==> src/rtl/regfile_dump_reader.sv <==
// Read-only dump client for the 32x32 register file: walks an inclusive,
// wrap-around index range through the asynchronous read port and streams each word out.
module regfile_dump_reader #(
    parameter int unsigned NREGS = 32,
    parameter int unsigned DW    = 32
) (
    input  logic          clk,
    input  logic          rst_n,
    input  logic          start,
    input  logic [4:0]    first,
    input  logic [4:0]    last,
    input  logic          abort,
    output logic [4:0]    ra,
    input  logic [DW-1:0] busA,
    output logic          out_valid,
    input  logic          out_ready,
    output logic [DW-1:0] out_data,
    output logic [4:0]    out_idx,
    output logic          out_last,
    output logic          busy,
    output logic          done
);

    localparam int unsigned IW = 5;

    typedef enum logic [1:0] {
        ST_IDLE  = 2'd0,
        ST_FETCH = 2'd1,
        ST_SEND  = 2'd2
    } state_e;

    state_e        state_q, state_d;
    logic [IW-1:0] idx_q, idx_d;
    logic [IW-1:0] end_q, end_d;
    logic [IW-1:0] ra_q, ra_d;
    logic          out_valid_q, out_valid_d;
    logic [DW-1:0] out_data_q, out_data_d;
    logic [IW-1:0] out_idx_q, out_idx_d;
    logic          out_last_q, out_last_d;
    logic          busy_q, busy_d;
    logic          done_q, done_d;

    logic          handshake;
    logic [IW-1:0] idx_inc;

    assign handshake = out_valid_q & out_ready;
    assign idx_inc   = (idx_q == IW'(NREGS - 1)) ? '0 : idx_q + IW'(1);

    // State register
    always_ff @(posedge clk or negedge rst_n) begin
        if (!rst_n) begin
            state_q <= ST_IDLE;
        end else begin
            state_q <= state_d;
        end
    end

    // Next-state logic; abort wins over start and over a same-cycle handshake
    always_comb begin
        state_d = state_q;
        unique case (state_q)
            ST_IDLE: begin
                if (start && !abort) state_d = ST_FETCH;
            end
            ST_FETCH: begin
                state_d = abort ? ST_IDLE : ST_SEND;
            end
            ST_SEND: begin
                if (abort) begin
                    state_d = ST_IDLE;
                end else if (handshake) begin
                    state_d = out_last_q ? ST_IDLE : ST_FETCH;
                end
            end
            default: state_d = ST_IDLE;
        endcase
    end

    // Output / datapath next values; ra is registered so it already equals idx in FETCH
    always_comb begin
        idx_d       = idx_q;
        end_d       = end_q;
        ra_d        = ra_q;
        out_valid_d = out_valid_q;
        out_data_d  = out_data_q;
        out_idx_d   = out_idx_q;
        out_last_d  = out_last_q;
        done_d      = 1'b0;
        busy_d      = (state_d != ST_IDLE);

        unique case (state_q)
            ST_IDLE: begin
                if (start && !abort) begin
                    idx_d = first;
                    end_d = last;
                    ra_d  = first;
                end
            end
            ST_FETCH: begin
                if (abort) begin
                    out_valid_d = 1'b0;
                    out_last_d  = 1'b0;
                    ra_d        = '0;
                end else begin
                    out_data_d  = busA;
                    out_idx_d   = idx_q;
                    out_last_d  = (idx_q == end_q);
                    out_valid_d = 1'b1;
                end
            end
            ST_SEND: begin
                if (abort) begin
                    out_valid_d = 1'b0;
                    out_last_d  = 1'b0;
                    ra_d        = '0;
                end else if (handshake) begin
                    out_valid_d = 1'b0;
                    if (out_last_q) begin
                        done_d = 1'b1;
                        ra_d   = '0;
                    end else begin
                        idx_d = idx_inc;
                        ra_d  = idx_inc;
                    end
                end
            end
            default: begin
                out_valid_d = 1'b0;
                ra_d        = '0;
            end
        endcase
    end

    // Datapath and output registers
    always_ff @(posedge clk or negedge rst_n) begin
        if (!rst_n) begin
            idx_q       <= '0;
            end_q       <= '0;
            ra_q        <= '0;
            out_valid_q <= 1'b0;
            out_data_q  <= '0;
            out_idx_q   <= '0;
            out_last_q  <= 1'b0;
            busy_q      <= 1'b0;
            done_q      <= 1'b0;
        end else begin
            idx_q       <= idx_d;
            end_q       <= end_d;
            ra_q        <= ra_d;
            out_valid_q <= out_valid_d;
            out_data_q  <= out_data_d;
            out_idx_q   <= out_idx_d;
            out_last_q  <= out_last_d;
            busy_q      <= busy_d;
            done_q      <= done_d;
        end
    end

    assign ra        = ra_q;
    assign out_valid = out_valid_q;
    assign out_data  = out_data_q;
    assign out_idx   = out_idx_q;
    assign out_last  = out_last_q;
    assign busy      = busy_q;
    assign done      = done_q;

endmodule

==> config.mk <==
export PLATFORM = sky130hd
export DESIGN_NAME = regfile_dump_reader
export DESIGN_NICKNAME = d
export VERILOG_FILES = /design/src/rtl/regfile_dump_reader.sv
export SDC_FILE = /design/constraint.sdc
export NUM_CORES = 1
export LEC_CHECK = 0
export ABC_AREA = 1
export CELL_PAD_IN_SITES_DETAIL_PLACEMENT = 1
export CELL_PAD_IN_SITES_GLOBAL_PLACEMENT = 2
export CORE_ASPECT_RATIO = 0.9
export CORE_MARGIN = 10
export CORE_UTILIZATION = 25
export CTS_CLUSTER_DIAMETER = 80
export DETAILED_ROUTE_END_ITERATION = 10
export PLACE_DENSITY_LB_ADDON = 0.1
export SYNTH_ARGS = -nofsm -noshare
export SYNTH_HDL_FRONTEND = slang
export SYNTH_SLANG_ARGS = --single-unit
==> constraint.sdc <==
create_clock -name clk -period 3.1 [get_ports clk]
set_input_delay 0.31 -clock clk [delete_from_list [all_inputs] [get_ports clk]]
set_output_delay 0.31 -clock clk [all_outputs]
set_load 0.02 [all_outputs]
==> impl_metrics.json <==
{
  "finalWirelength_um": 7210,
  "drt-wirelength-per-cell_um": 14.3,
  "placement_rows": 34,
  "antenna_found_initial": 0,
  "rsz0062_at_grt": "no",
  "syn_area_per_cell_sq_um": 8.77,
  "clockBufferDepth": 2,
  "critPathCapture": "out_data[13]$_DFFE_PN0P_",
  "core_region_area_sq_mm": 0.00961,
  "hpwl_um": 5410,
  "muxShareOfSynthArea_pct": 0,
  "switching_share_pct": 33.1,
  "dp_cells": 488,
  "postSynthCellCount": 278,
  "synth_area_sq_mm": 0.00244,
  "n_antenna_cell": 0,
  "required_ps": 3310,
  "synth-xor-area-share_pct": 1.08,
  "synth-seq-cells": 58,
  "crit_start": "abort",
  "cts_tree": "built",
  "die-area_sq_mm": 0.0141,
  "power.density_mw_per_mm2": 757,
  "clkTransAtPathRegs_ps": 70,
  "comb_power_share_pct": 33.3,
  "r2r_start": "state_q[1]$_DFF_PN0_",
  "holdWs_ps": 466,
  "layout-drive-gt1-share_pct": 5.54,
  "die_h_um": 114,
  "num_vias": 2081,
  "worst_pin_slew_ps": 644,
  "cp_data_arrival_time_ps": 2020,
  "p_int_mw": 1.88,
  "finalPower_mw": 2.80,
  "io_pins": 93,
  "nets": 423,
  "synth_top_cell_by_area": "dfrtp_1",
  "rr_worst_depth": 5,
  "cts_resized": 0,
  "synth_top_family_by_area": "simple AND/OR/NAND/NOR gates",
  "p_seq_share_pct": 39.0,
  "worstHoldPathType": "in -> async",
  "syn_nets": 327,
  "netSwitchingPower_mw": 0.928,
  "status": "finished clean",
  "drtIter0Drc": 75,
  "yosysSeqAreaShare_pct": 59.5,
  "postRouteAntennaNets": 0,
  "synth_edf_count": 0,
  "max_freq_mhz": 551,
  "grt_max_degree": 49,
  "grt_overflow_total": 0,
  "period_needed_ps": 1810,
  "finalCritPeriodShare_pct": 58.5,
  "synthAdderAreaFrac_pct": 1.03,
  "gp_congestion": 0.725,
  "grt_pass1_wl_um": 11800,
  "hold_violations": 0,
  "grt_pass1_vias": 2269,
  "setup_viol": 0,
  "final.setup.tns_ps": 0,
  "htree_num_levels": 3,
  "r2r_slack_ps": 1310,
  "syn_to_final_growth_pct": 52.1,
  "irDropWorstVdd_mv": 0.215,
  "root_buffer": "clkbuf_8",
  "final_cell_count_no_fill": 505,
  "die_w_um": 124,
  "port_buffers": 92,
  "pwr-share-clk_pct": 27.7,
  "critPathKind": "in -> reg",
  "finClkSkew_ps": 9.72,
  "p_leak_nw": 1.84,
  "path_max_fanout": 48,
  "clock_sinks": 58,
  "final_util_pct": 38.5,
  "viasPerCell": 4.12,
  "critPathLaunchType": "primary input",
  "async_flop_share_pct": 100,
  "ys_warn_count": 0,
  "synth.top_cell.area_share_pct": 59.5,
  "synth_area_leaders": "dfrtp_1 (60%), nand2_1 (13%), o21ai_0 (9.9%)",
  "start_util_pct": 25.4,
  "slew_headroom_pct": 57.0,
  "synthDistinctLibCells": 19,
  "yosys.area_share.simple_pct": 18.2,
  "synth_compound_area_share_pct": 10.4,
  "dr.pass1.iters": 4,
  "clock_latency_ps": 330,
  "reg2reg_to": "out_data[13]$_DFFE_PN0P_",
  "drc": 0,
  "final_max_slew_viol_count": 0,
  "cts-buffers-inserted": 9,
  "track_usage_pct": 10.7,
  "max_cap_viol_count": 0,
  "yosys_most_used_dff": "dfrtp_1",
  "critPathCaptureType": "flop"
}
[synth_stat cells, types with 2 or more instances]
cell type and instances:
dfrtp_1 58, ha_1 2, nand3_2 2, clkbuf_1 3
nor2_1 9, nand3_1 6, buf_2 4, xor2_1 3
buf_6 2, nand2_1 87, o21ai_0 48, inv_1 47
[critical path, cell delays in order]
cell and delay [ps]:
clkdlybuf4s50_1 460, inv_1 150, nand3_2 530, buf_12 410, nand2_1 70, o21ai_0 80
[what timing repair did]
action | in CTS | in global routing
endpoints found under the hold margin | 19 | 0
hold buffers | 1 | 0
buffers inserted | 0 | 0
[logic make-up after synthesis]
| group | Yosys count |
|---|---|
| adder cells (fa/ha/maj) | 2 |
| buffers and inverters | 57 |
| XOR/XNOR | 3 |
| AND/OR/NAND/NOR | 108 |
| AO/OA/AOI/OAI | 50 |
| flip-flops | 58 |
[layout make-up]
type / instances / area (sq um)
Multi-Input combinational cell: 163 / 748
Sequential cell: 58 / 1450
Clock inverter: 5 / 77.6
Fill cell: 1150 / 5910
Clock buffer: 11 / 141
Tap cell: 126 / 158
Timing Repair Buffer: 95 / 953
Inverter: 47 / 176
[per-layer routing]
| metal | up-vias | global-route usage (%) | wire (um) |
|---|---|---|---|
| met5 | - | 0 | 0 |
| met4 | 0 | 3.22 | 49 |
| met3 | 7 | 5.34 | 734 |
| met2 | 64 | 15.6 | 3140 |
| met1 | 967 | 13.5 | 3280 |
| li1 | 1043 | - | - |
[metrics by stage]
step           area [sq um]  setup WS [ps]
6_report               3710           1290
5_1_grt                3710           1140
4_1_cts                3710           1280
3_5_place_dp           3480            927
3_3_place_gp           3480            988
2_1_floorplan          2440           1750
[registers in the layout, indices dropped and copies added (netlist names)]
signal and count:
out_idx 5, end_q 5, busy 1, out_last 1, ra 5, idx_q 5, out_data 32, done 1
out_valid 1, state_q 2
[layout by cell type (no fill, tap or decap)]
cell / n
clkbuf_1: 1
ha_1: 2
clkbuf_8: 10
nand2_1: 87
dfrtp_1: 58
nor4b_1: 1
buf_2: 1
o21ai_1: 1
nand4_1: 1
clkdlybuf4s50_1: 91
nand3_2: 2
clkinvlp_4: 1
xor2_1: 3
nand3_1: 6
buf_12: 1
bufinv_16: 2
inv_1: 47
clkinv_2: 2
o211ai_1: 1
nor2_4: 1
o21ai_0: 48
nand3b_1: 1
buf_4: 1
dlygate4sd3_1: 1
nor2_1: 9
[power by group through the flow]
| stage | clock (mW) | sequential [mW] | combinational, mW |
|---|---|---|---|
| after global routing | 0.842 | 1.13 | 1.03 |
| after CTS | 0.806 | 1.10 | 0.960 |
| after global placement | 0 | 1.11 | 0.939 |
| after floorplan | 0 | 1.29 | 0.236 |
| after detailed placement | 0 | 1.11 | 0.956 |
| final | 0.777 | 1.10 | 0.933 |
[worst min path at each step]
stage                      from  depth (start not counted)                endpoint
after floorplan           rst_n                          0          busy$_DFF_PN0_
after global placement    rst_n                          1       ra[2]$_DFFE_PN0P_
after detailed placement  rst_n                          1  out_idx[2]$_DFFE_PN0P_
after CTS                 rst_n                          2       ra[2]$_DFFE_PN0P_
after global routing      rst_n                          2       ra[2]$_DFFE_PN0P_
final                     rst_n                          2       ra[2]$_DFFE_PN0P_
No activity file was read; power rests on OpenSTA's default activity.
